[src/rtl/game_pkg.sv]
// Shared game constants and helpers for the sprite controllers.
// Latency: none; constants and pure combinational functions only.
// Backpressure: none.
// Contents: screen/sprite geometry, pool sizes, and a popcount helper for pool status.
package game_pkg;

  localparam int COORD_W      = 10;
  localparam int SCREEN_W     = 640;
  localparam int SCREEN_H     = 480;
  localparam int SPRITE_SZ    = 32;
  localparam int BULLET_COUNT = 8;
  localparam int ENEMY_COUNT  = 4;

  // Wide enough to hold BULLET_COUNT itself (8 needs 4 bits).
  localparam int BULLET_CNT_W = $clog2(BULLET_COUNT + 1);

  function automatic logic [BULLET_CNT_W-1:0] count_ones(input logic [BULLET_COUNT-1:0] v);
    logic [BULLET_CNT_W-1:0] c;
    c = '0;
    for (int i = 0; i < BULLET_COUNT; i++) begin
      c = c + BULLET_CNT_W'(v[i]);
    end
    return c;
  endfunction

endpackage

[src/rtl/bullet_controller_slot_alloc.sv]
// Lowest-index free slot picker for a pool of N slots.
// Latency: purely combinational, zero cycles.
// Backpressure: none; any_free_o low means grant_o is all zero.
// Ports: active_i (slot busy vector), grant_o (one-hot lowest free slot), any_free_o.
module slot_alloc #(
  parameter int N = 8
) (
  input  logic [N-1:0] active_i,
  output logic [N-1:0] grant_o,
  output logic         any_free_o
);

  logic [N-1:0] free;

  assign free       = ~active_i;
  // x & -x keeps only the lowest set bit of the free mask.
  assign grant_o    = free & (~free + N'(1));
  assign any_free_o = |free;

endmodule

[src/rtl/bullet_controller.sv]
// Player bullet pool: spawns on fire edges, moves bullets upward, retires on top exit or hit.
// Latency: fire edge -> bullet live 1 cycle; bullet_hit -> bullet inactive 1 cycle.
// Backpressure: none; fire edges during cooldown or with a full pool are dropped.
// Ports: clk25/reset_n, fire level, player_x/player_y, bullet_hit pulses in;
//        packed bullet_x/bullet_y, bullet_active, shot_fired, pool_full, active_count out.
module bullet_controller
  import game_pkg::*;
#(
  parameter logic [19:0] STEP_DIV    = 20'd262144,
  parameter int          STEP_PX     = 4,
  parameter int          SPAWN_X_OFF = 15,
  parameter logic [21:0] COOLDOWN    = 22'd2500000,
  parameter int          HIT_GUARD   = 2
) (
  input  logic                              clk25,
  input  logic                              reset_n,
  input  logic                              fire,
  input  logic [COORD_W-1:0]                player_x,
  input  logic [COORD_W-1:0]                player_y,
  input  logic [BULLET_COUNT-1:0]           bullet_hit,
  output logic [COORD_W*BULLET_COUNT-1:0]   bullet_x,
  output logic [COORD_W*BULLET_COUNT-1:0]   bullet_y,
  output logic [BULLET_COUNT-1:0]           bullet_active,
  output logic                              shot_fired,
  output logic                              pool_full,
  output logic [BULLET_CNT_W-1:0]           active_count
);

  localparam int GUARD_W = (HIT_GUARD > 1) ? $clog2(HIT_GUARD + 1) : 1;

  localparam logic [COORD_W-1:0] STEP_PX_C    = COORD_W'(STEP_PX);
  localparam logic [COORD_W-1:0] SPAWN_OFF_C  = COORD_W'(SPAWN_X_OFF);
  localparam logic [GUARD_W-1:0] GUARD_INIT_C = GUARD_W'(HIT_GUARD);

  logic [COORD_W-1:0]      x_q     [BULLET_COUNT];
  logic [COORD_W-1:0]      x_d     [BULLET_COUNT];
  logic [COORD_W-1:0]      y_q     [BULLET_COUNT];
  logic [COORD_W-1:0]      y_d     [BULLET_COUNT];
  logic [GUARD_W-1:0]      guard_q [BULLET_COUNT];
  logic [GUARD_W-1:0]      guard_d [BULLET_COUNT];
  logic [BULLET_COUNT-1:0] act_q, act_d;
  logic [21:0]             cd_q, cd_d;
  logic [19:0]             timer_q, timer_d;
  logic                    fire_d_q;
  logic                    shot_q;
  logic                    full_q;
  logic [BULLET_CNT_W-1:0] cnt_q;

  logic [BULLET_COUNT-1:0] grant;
  logic                    any_free;
  logic                    fire_rise;
  logic                    step;
  logic                    spawn;

  // Allocation looks at the start-of-cycle active vector, so a slot retired
  // this cycle is not reused until the next one.
  slot_alloc #(.N(BULLET_COUNT)) u_alloc (
    .active_i   (act_q),
    .grant_o    (grant),
    .any_free_o (any_free)
  );

  assign fire_rise = fire & ~fire_d_q;
  assign step      = (timer_q == STEP_DIV - 20'd1);
  assign spawn     = fire_rise & (cd_q == '0) & any_free;

  assign timer_d = step ? '0 : timer_q + 20'd1;
  assign cd_d    = spawn ? COOLDOWN - 22'd1 : ((cd_q != '0) ? cd_q - 22'd1 : cd_q);

  always_comb begin
    x_d     = x_q;
    y_d     = y_q;
    guard_d = guard_q;
    act_d   = act_q;
    for (int k = 0; k < BULLET_COUNT; k++) begin
      if (guard_q[k] != '0) begin
        guard_d[k] = guard_q[k] - GUARD_W'(1);
      end
      // Per-slot priority: accepted hit, then top exit, then move.
      if (act_q[k]) begin
        if (bullet_hit[k] && (guard_q[k] == '0)) begin
          act_d[k] = 1'b0;
        end else if (step) begin
          if (y_q[k] < STEP_PX_C) begin
            act_d[k] = 1'b0;
          end else begin
            y_d[k] = y_q[k] - STEP_PX_C;
          end
        end
      end
      // Granted slot was inactive at cycle start, so nothing above touched it;
      // a spawn coinciding with a step lands at the unmoved player_y.
      if (spawn && grant[k]) begin
        x_d[k]     = player_x + SPAWN_OFF_C;
        y_d[k]     = player_y;
        act_d[k]   = 1'b1;
        guard_d[k] = GUARD_INIT_C;
      end
    end
  end

  always_ff @(posedge clk25 or negedge reset_n) begin
    if (!reset_n) begin
      for (int k = 0; k < BULLET_COUNT; k++) begin
        x_q[k]     <= '0;
        y_q[k]     <= '0;
        guard_q[k] <= '0;
      end
      act_q    <= '0;
      cd_q     <= '0;
      timer_q  <= '0;
      fire_d_q <= 1'b0;
      shot_q   <= 1'b0;
      full_q   <= 1'b0;
      cnt_q    <= '0;
    end else begin
      for (int k = 0; k < BULLET_COUNT; k++) begin
        x_q[k]     <= x_d[k];
        y_q[k]     <= y_d[k];
        guard_q[k] <= guard_d[k];
      end
      act_q    <= act_d;
      cd_q     <= cd_d;
      timer_q  <= timer_d;
      fire_d_q <= fire;
      shot_q   <= spawn;
      // Status derives from act_d so it lines up with bullet_active.
      full_q   <= &act_d;
      cnt_q    <= count_ones(act_d);
    end
  end

  for (genvar g = 0; g < BULLET_COUNT; g++) begin : g_pack
    assign bullet_x[COORD_W*g +: COORD_W] = x_q[g];
    assign bullet_y[COORD_W*g +: COORD_W] = y_q[g];
  end

  assign bullet_active = act_q;
  assign shot_fired    = shot_q;
  assign pool_full     = full_q;
  assign active_count  = cnt_q;

endmodule
[config.mk]
export PLATFORM = sky130hd
export DESIGN_NAME = bullet_controller
export DESIGN_NICKNAME = d
export VERILOG_FILES = /design/src/rtl/game_pkg.sv /design/src/rtl/bullet_controller_slot_alloc.sv /design/src/rtl/bullet_controller.sv
export SDC_FILE = /design/constraint.sdc
export NUM_CORES = 1
export LEC_CHECK = 0
export CAP_MARGIN = 20
export CELL_PAD_IN_SITES_DETAIL_PLACEMENT = 0
export CELL_PAD_IN_SITES_GLOBAL_PLACEMENT = 1
export CORE_ASPECT_RATIO = 1.5
export CORE_MARGIN = 4
export CORE_UTILIZATION = 43
export DETAILED_ROUTE_END_ITERATION = 16
export PLACE_DENSITY_LB_ADDON = 0.1
export SLEW_MARGIN = 20
export SYNTH_ARGS = -nofsm -noshare
export SYNTH_HDL_FRONTEND = slang
export SYNTH_HIERARCHICAL = 1
export SYNTH_SLANG_ARGS = --single-unit
[constraint.sdc]
create_clock -name clk25 -period 13.7 [get_ports clk25]
set_input_delay 3.425 -clock clk25 [delete_from_list [all_inputs] [get_ports clk25]]
set_output_delay 3.425 -clock clk25 [all_outputs]
set_load 0.02 [all_outputs]
==> results by stage, run 1 <==
Timing:
- The transition time of the tightest slew-check pin is about 1.0 ns.
- Counting I/O delays and the setup requirement, the final critical path takes 7.58 ns.
- The number of max-slew violations in the final report is 0.
- The maximum clock frequency is roughly 130 MHz.
- The share of the clock period used by the worst path is 0.553.
- The relative max-transition margin is 0.302.
- The worst-case clock skew is 0.0149 ns.
- The setup TNS after final layout is 0 ns.
- The worst setup margin is approximately 6 ns.
- Setup violations remaining at the end of the flow were counted as 0.
- The hold violation count in the final report is 0.
- Setup repair after global routing left no endpoint under its margin.

Die:
- The die span in x is 138 um.
- The die is 203 um tall.
- The I/O pin total is 205.
- The floorplan step defined a core boundary enclosing 0.0251 mm^2.
- The die outline area is ~0.028 mm^2.
- The initial utilization of the core area, before any placement, comes to 0.436.
- The floorplan has a little over 70 rows.

Critical path:
- Data on the critical path is required at its endpoint by approximately 14 ns.
- Walking the worst path, the cells encountered are clkdlybuf4s50_1 -> and3b_1 -> nand2_1 -> or3_4 -> clkinv_2 -> nand2_2 -> nand2_1 -> inv_1 -> fa_1 -> fa_1 -> fa_1 -> inv_1 -> ha_1 -> inv_1 -> fa_1 -> xnor2_1.
- The worst register-to-register path ends at active_count[2]$_DFF_PN0_.
- The delay of the slowest critical-path stage is 0.53 ns.
- The family of cells with the greatest summed delay on the critical path is adder cells.
- Of all nets on the critical path, the largest fanout is 30.
- The cell repeated most along the worst path is sky130_fd_sc_hd__fa_1.
- The length in cells of the worst reg-to-reg path is 17.
- The count of buffering cells on the critical path with inverters included is 5.
- The worst setup path is launched from an input pin.
- The largest individual stage delay along the critical path comes from the cell sky130_fd_sc_hd__clkdlybuf4s50_1.
- The worst register-to-register path has a setup slack of 8.55 ns.
- The critical path endpoint category is a register.
- The critical path is of the in -> reg type.
- The start of the worst register-to-register path is bullet_active[1]$_DFF_PN0_.
- The data arrival time of the worst path is about 8 ns.

Pwr:
- For this design the total switching power over the nets is about 0.30 mW.
- Cell internal power was estimated by the tool at 1.06 mW.
- Power spread over the standard cell area amounts to between 90 and 100 mW/mm^2.
- The worst-case vdd ir drop is 0.0000949 V.
- The share of total power dissipated in combinational logic is 0.032.
- Of the total power, registers draw 0.507.
- The switching fraction of total power is 0.217.
- The part of the total power dissipated in the clock network is 0.462.
- The leakage power summed over all cells is around 6 nW.

Synth:
- The number of instances in the synthesized netlist is between 1,000 and 1,500.
- The post-synthesis instance area is 0.0109 mm^2.
- The number of enable flip-flop cells after synthesis is 0.
- The number of synthesized register bits is 233.
- Of the post-synthesis cell area, the dominant cell type holds 0.534.
- The leading register cell type out of synthesis is sky130_fd_sc_hd__dfrtp_1.
- The number of distinct library cells after synthesis is 54.
- By count the netlist is led by sky130_fd_sc_hd__dfrtp_1 (233), sky130_fd_sc_hd__nand2_1 (159), sky130_fd_sc_hd__nor2_1 (122).
- In the post-synthesis netlist, the biggest area contributors are sky130_fd_sc_hd__dfrtp_1 (53%), sky130_fd_sc_hd__nand2_1 (5.5%), sky130_fd_sc_hd__xnor2_1 (4.4%), sky130_fd_sc_hd__nor2_1 (4.2%), sky130_fd_sc_hd__xor2_1 (3.6%).
- The biggest area contributor in the post-synthesis netlist is sky130_fd_sc_hd__dfrtp_1.
- The net count after synthesis is 1,168.
- Dividing the synthesized area by the synthesized cell count gives 9.84 um^2.
- The Yosys warning count is 6.
- Among all cell types in the netlist, the one instantiated most often is sky130_fd_sc_hd__dfrtp_1.
- In the synthesized netlist the async set-or-reset flop fraction comes to 1.00.
- The share of the Yosys chip area taken by registers is 0.534.

Clocking:
- The clock transition at the registers of the reported paths is 0.06 ns.
- TritonCTS built the clock tree.
- The number of clock buffers added by TritonCTS is 24.
- The post-cts resize count is 0.
- The number of buffers inserted by post-CTS setup repair is 0.
- The clock latency on the worst-skew pair is 0.52 ns.
- The longest clock path from root to sink contains 3 buffers.
- In this run the number of H-tree levels came out at 1.
- The number of hold buffers added after cts is 0.
- The root buffer cell chosen for the clock tree is sky130_fd_sc_hd__clkbuf_16.
- The clock sink count is 233.

Hold path:
- The depth of the worst hold-timing path is 2.
- In this run the worst hold path is classified as reg -> reg.
- The capture endpoint of the worst hold path is bullet_y[0]$_DFFE_PN0P_.
- The startpoint of the tightest hold check path is bullet_y[0]$_DFFE_PN0P_.

Detailed routing:
- Wires add up to about 31,000 um.
- The final antenna-violating net count is 0.
- The number of design rule violations left after detail routing is 0.
- The average vias per placed instance is 5.13.
- The first routing iteration left 347 violations.
- In the final routed layout, each cell accounts on average for 18.9 um.
- The number of vias after detailed routing is between 8,000 and 9,000.
- The first detailed-routing pass ran for 4 iterations.

Final layout:
- Once layout is done, the placed cells without fillers occupy 0.0139 mm^2.
- The number of antenna diodes in the final layout is 0.
- The layout overhead on the synthesized area is 27.6%.
- The fraction of layout cells with a size suffix above 1 is 0.0607.
- The net count of the finished layout is 1,362.

Placed design:
- Summing all placed instances gives a cell area of 0.0132 mm^2.
- Buffers placed on the I/O ports in this run total between 200 and 250.
- The HPWL after detailed placement is 22,300 um.
- Timing analysis after detailed placement gives a worst setup slack of 5.57 ns.
- At the end of routability-driven placement, the weighted congestion stood at 0.837.

GRT:
- For this run, the total global-route usage over all layers was measured as 0.221.
- The number of antenna violations at the first check in global routing was 0.
- The number of global-route vias before repair is just under 9,000.
- The first global-routing pass estimated between 40,000 and 50,000 um of wire.
- For this run the aggregate overflow at the end of global routing stands at 0.
- Entering global routing, the biggest net connects 103 pins.

Outcome:
- The flow ran to the end, and the final reports show no timing, DRC or antenna violations.

Job:
- The max-capacitance violation count is 0.
==> cells by family (layout without fill, tap and decap cells) <==
group | after synthesis | after routing | share of synthesized area
AO/OA/AOI/OAI | 199 | 199 | 0.101
AND/OR/NAND/NOR | 438 | 438 | 0.195
multiplexers | 12 | 12 | 0.0124
XOR/XNOR | 100 | 100 | 0.0803
adder cells (fa/ha/maj) | 28 | 28 | 0.0349
flip-flops | 233 | 233 | 0.534
buffers and inverters | 99 | 308 | 0.0420
==> sequential cells by signal, indices dropped and copies added (netlist names) <==
signal and flops:
bullet_x 80, bullet_y 80, cd_q 22, timer_q 20, guard_q 16, bullet_active 8, active_count 4, fire_d_q 1
pool_full 1, shot_fired 1
==> routing by layer <==
layer | global-route usage | wire [um] | vias up
li1 | - | - | 4112
met1 | 0.254 | 12100 | 4134
met2 | 0.408 | 16400 | 168
met3 | 0.0667 | 2160 | 29
met4 | 0.0427 | 449 | 0
met5 | 0 | 0 | -
==> worst min-delay path, delay by kind of cell (launching register included) <==
family,cells,cell delay (ns)
flops,1,0.34
simple gates,2,0.10
==> power by group through the flow <==
stage	combinational (mW)	clock, mW	sequential (mW)
after floorplan	0.00931	0	0.701
after global placement	0.0451	0	0.701
after detailed placement	0.0451	0	0.701
after CTS	0.0453	0.647	0.688
after global routing	0.0475	0.674	0.688
final	0.0430	0.627	0.689
==> placed cells by master, fill, tap and decap left out, types with 7 or more instances in the layout <==
cell type / instances
sky130_fd_sc_hd__clkbuf_1: 7
sky130_fd_sc_hd__xor2_1: 45
sky130_fd_sc_hd__nor2_1: 121
sky130_fd_sc_hd__xnor2_1: 55
sky130_fd_sc_hd__o211ai_1: 8
sky130_fd_sc_hd__clkdlybuf4s50_1: 203
sky130_fd_sc_hd__nand3_1: 24
sky130_fd_sc_hd__or3b_2: 8
sky130_fd_sc_hd__o31a_1: 7
sky130_fd_sc_hd__clkbuf_16: 25
sky130_fd_sc_hd__nor3_1: 17
sky130_fd_sc_hd__a21oi_1: 72
sky130_fd_sc_hd__nand2_1: 159
sky130_fd_sc_hd__or3_1: 22
sky130_fd_sc_hd__inv_1: 57
sky130_fd_sc_hd__and2_1: 7
sky130_fd_sc_hd__mux2_2: 8
sky130_fd_sc_hd__a21boi_0: 9
sky130_fd_sc_hd__nand4_1: 12
sky130_fd_sc_hd__ha_1: 24
sky130_fd_sc_hd__o21ai_0: 64
sky130_fd_sc_hd__o21ai_1: 26
sky130_fd_sc_hd__dfrtp_1: 233
sky130_fd_sc_hd__nor4_1: 19
==> how the worst max path moves through the flow <==
stage,from,slack (ns),depth (start not counted),to
final,fire,6.12,16,active_count[2]$_DFF_PN0_
after global routing,fire,5.88,16,active_count[2]$_DFF_PN0_
after CTS,fire,6.11,16,active_count[2]$_DFF_PN0_
after detailed placement,fire,5.57,16,active_count[2]$_DFF_PN0_
after global placement,fire,5.64,16,active_count[2]$_DFF_PN0_
after floorplan,fire,6.68,17,active_count[2]$_DFF_PN0_
==> per-stage QoR <==
stage / hold slack (ns) / std cells / util / total power [mW]
floorplan: 0.442 / 1109 / - / 0.711
global placement: 0.454 / 1605 / 0.526 / 0.746
detailed placement: 0.461 / 1605 / 0.526 / 0.746
CTS: 0.474 / 1646 / 0.556 / 1.38
global route: 0.501 / 1646 / 0.556 / 1.41
finish: 0.469 / 1646 / 0.556 / 1.36
==> cell type report <==
cell class	count	area [um^2]
clock inverters	3	17.5
well taps	328	410
flip-flops and latches	233	5830
clock buffers	38	734
inverters	58	219
repair buffers	209	2080
multi-input cells	777	4620
fillers	2339	11100
Power figures use the tool's default switching activity.
==> run 2: changes to the inputs <==
--- a/config.mk
+++ b/config.mk
@@ -10,7 +10,7 @@
 export CELL_PAD_IN_SITES_GLOBAL_PLACEMENT = 1
 export CORE_ASPECT_RATIO = 1.5
 export CORE_MARGIN = 4
-export CORE_UTILIZATION = 43
+export CORE_UTILIZATION = 40
 export DETAILED_ROUTE_END_ITERATION = 16
 export PLACE_DENSITY_LB_ADDON = 0.1
 export SLEW_MARGIN = 20
==> constraint.sdc (replaced) <==
create_clock -name clk25 -period 7 [get_ports clk25]
set_input_delay 1.75 -clock clk25 [delete_from_list [all_inputs] [get_ports clk25]]
set_output_delay 1.75 -clock clk25 [all_outputs]
set_load 0.02 [all_outputs]
==> run 2 against run 1 <==
Compared with the run above:
- register-to-register slack lost 6.5 ns
- routed wire length grew 2.2%
- global-route usage shrank 0.58 points
- total power grew 110%
- core utilization shrank 2.8 points
- combinational power grew 99%
- largest cell class unchanged
- largest power group is now the clock network
==> results by stage, run 2 (same netlist as run 1, synthesis figures left out) <==
Placed design:
- The number of instances in the placed design is 1,615.
- In this run the cell area measured after placement is 0.0132 mm^2.
- The number of input and output port buffers inserted is 204.
- The congestion estimate from routability-driven global placement came to 0.857.
- The HPWL after detailed placement is around 23,000 um.

GRT:
- Summed over all layers, the global routing overflow is 0.
- The global-route usage over all layers is 0.215.
- The number of global-route vias before repair is 8,848.
- Entering global routing, the biggest net connects 122 pins.
- The first-pass GRT wire length is slightly above 50,000 um.
- The number of antenna violations at the first check in global routing was 0.

Critical path:
- Along the worst path, the maximum fanout reaches 30.
- The nature of the critical path startpoint is an input pin.
- Walking the worst path, the cells encountered are clkdlybuf4s50_1 -> and3b_1 -> nand2_1 -> or3_4 -> clkinv_2 -> nand2_2 -> nand2_1 -> inv_1 -> fa_1 -> fa_1 -> fa_1 -> inv_1 -> ha_1 -> inv_1 -> fa_1 -> xnor2_1.
- The largest single stage delay on the critical path is 0.52 ns.
- The critical path class is in -> reg.
- The count of buffering cells on the critical path with inverters included is 5.
- The worst setup path is captured at a register.
- At the worst endpoint, the required time is 7.42 ns.
- At the worst endpoint, the arrival time is between 6 and 7 ns.
- The worst-path cell with the longest stage delay is sky130_fd_sc_hd__clkdlybuf4s50_1.
- The family of cells with the greatest summed delay on the critical path is adder cells.
- In this design, the critical path's most frequently occurring cell is sky130_fd_sc_hd__fa_1.

Final layout:
- Leaving out fill and tap cells, the most frequent cells in the layout are sky130_fd_sc_hd__dfrtp_1 (233), sky130_fd_sc_hd__clkdlybuf4s50_1 (203), sky130_fd_sc_hd__nand2_1 (159), sky130_fd_sc_hd__nor2_1 (121), sky130_fd_sc_hd__a21oi_1 (72).
- Leaving out fill and tap cells, the most frequent cell in the layout is sky130_fd_sc_hd__dfrtp_1.
- Of the cells placed in the final design, the portion with a size suffix greater than 1 is 0.0673.
- The number of antenna repair diodes is 0.
- The area of all placed cells without fillers is 0.0141 mm^2.
- For this run, the number of standard cells in the final layout without fillers is 1,660.
- The filler cells instantiated in the layout total 2,486.
- From synthesis to final layout, the design area changed by 29.0%.
- The final layout contains between 1,000 and 1,500 nets.
- The end-of-flow core utilization is 0.528.

Detailed routing:
- The final layout contains routed wiring with a total length of 31,800 um.
- Detailed routing inserted a total of approximately 8,400 vias.
- For this run, design rule violations remaining after detail routing come to 0.
- The final antenna-violating net count is 0.
- The routed length per instance is approximately 19 um.
- Using the TritonRoute via totals, the vias-per-cell ratio works out to 5.07.
- The starting DRC count in detailed routing is roughly 360.
- The first-pass iteration count of the detailed router is 4.

Pwr:
- The worst-case IR drop observed on VDD is approximately 0.00023 V.
- Dividing total power by cell area gives a power density of about 200 mW/mm^2.
- The leakage power summed over all cells is 6.14 nW.

Clocking:
- The post-cts resize count is 0.
- The clock reaches the later pin of the worst-skew pair after 0.53 ns.
- The root buffer cell is sky130_fd_sc_hd__clkbuf_16.
- Clock-pin slew was measured on the worst setup and hold paths at 0.06 ns.
- The number of buffers inserted by post-CTS setup repair is 0.
- In this run, CTS created clock tree buffers numbering 26.
- The clock sink count is 233.
- In this run the number of H-tree levels came out at 1.
- The clock passes through at most 3 buffers.
- The number of hold buffers added after cts is 0.
- TritonCTS built the clock tree.

Die:
- The area of the placeable core is 0.0267 mm^2.
- The vertical extent of the die is 210 um.
- The effective utilization at floorplan is 0.409.
- The floorplan has 73 rows.
- 205 I/O pins were placed.
- The die outline area is 0.0300 mm^2.
- The die span in x is 143 um.

Timing:
- The worst pin sits at a relative slew slack of 0.317.
- At the pin with the least slew margin, the transition time is 1.02 ns.
- Summed over all failing endpoints, the final setup total negative slack is 0 ns.
- The final setup violation count is 0.
- For this run, the top clock speed supported by timing is ~180 MHz.
- The hold violation count in the final report is 0.
- Setup repair after global routing left no endpoint under its margin.
- The number of max-slew violations in the final report came to 0.
- Dividing the final minimum period by the clock period gives 0.815.
- The minimum clock period is 5.71 ns.
- For the final database, setup skew stands at 0.0205 ns.

Outcome:
- The run finished with clean final reports.

Job:
- Max-cap violations in this run came to 0.

Hold path:
- The path class of the tightest hold or removal check is reg -> reg.
run 2: path summary, 6_finish.rpt:
path,startpoint,to,slack (ns),cells past startpoint
worst max-delay path,fire,active_count[2]$_DFF_PN0_,1.29,16
worst min-delay path,bullet_y[10]$_DFFE_PN0P_,bullet_y[10]$_DFFE_PN0P_,0.47,2
worst max register to register,cd_q[14]$_DFFE_PN0P_,active_count[2]$_DFF_PN0_,2.10,15
worst min register to register,bullet_y[10]$_DFFE_PN0P_,bullet_y[10]$_DFFE_PN0P_,0.47,2
max in group asynchronous,reset_n,timer_q[3]$_DFF_PN0_,4.51,2
min in group asynchronous,reset_n,bullet_y[27]$_DFFE_PN0P_,1.28,1
run 2: through the flow:
step | hold WS, ns | setup slack (ns) | power, mW
6_report | 0.467 | 1.29 | 2.82
5_1_grt | 0.493 | 1.01 | 2.92
4_1_cts | 0.472 | 1.28 | 2.86
3_5_place_dp | 0.459 | 0.731 | 1.46
3_3_place_gp | 0.452 | 0.789 | 1.46
2_1_floorplan | 0.442 | 1.66 | 1.39
run 2: report_power, final:
part / internal, mW / switching [mW] / total [mW]
combinational: 0.0207 / 0.0648 / 0.0855
sequential: 1.35 / 0.000441 / 1.35
clock: 0.830 / 0.552 / 1.38
run 2: layer usage:
layer / up-vias / GRT usage / share of wire
met5: - / 0 / 0
met4: 0 / 0.0544 / 0.022
met3: 42 / 0.0649 / 0.071
met2: 170 / 0.377 / 0.51
met1: 4087 / 0.257 / 0.39
li1: 4124 / - / -
run 2: cell type report:
cell class | instances | area (um^2) | area share
Clock inverter | 6 | 58.8 | 0.00418
Inverter | 58 | 219 | 0.0156
Clock buffer | 39 | 811 | 0.0576
Sequential cell | 233 | 5830 | 0.414
Multi-Input combinational cell | 777 | 4620 | 0.329
Timing Repair Buffer | 210 | 2100 | 0.150
Tap cell | 337 | 422 | 0.0300
run 2: worst register-to-register path, delay by kind of cell (launching register included):
family        cells  cell delay [ns]
simple gates      5             1.95
xor+xnor          1             0.14
flops             1             0.44
buf+inv           4             0.31
fa+ha+maj         5             1.95
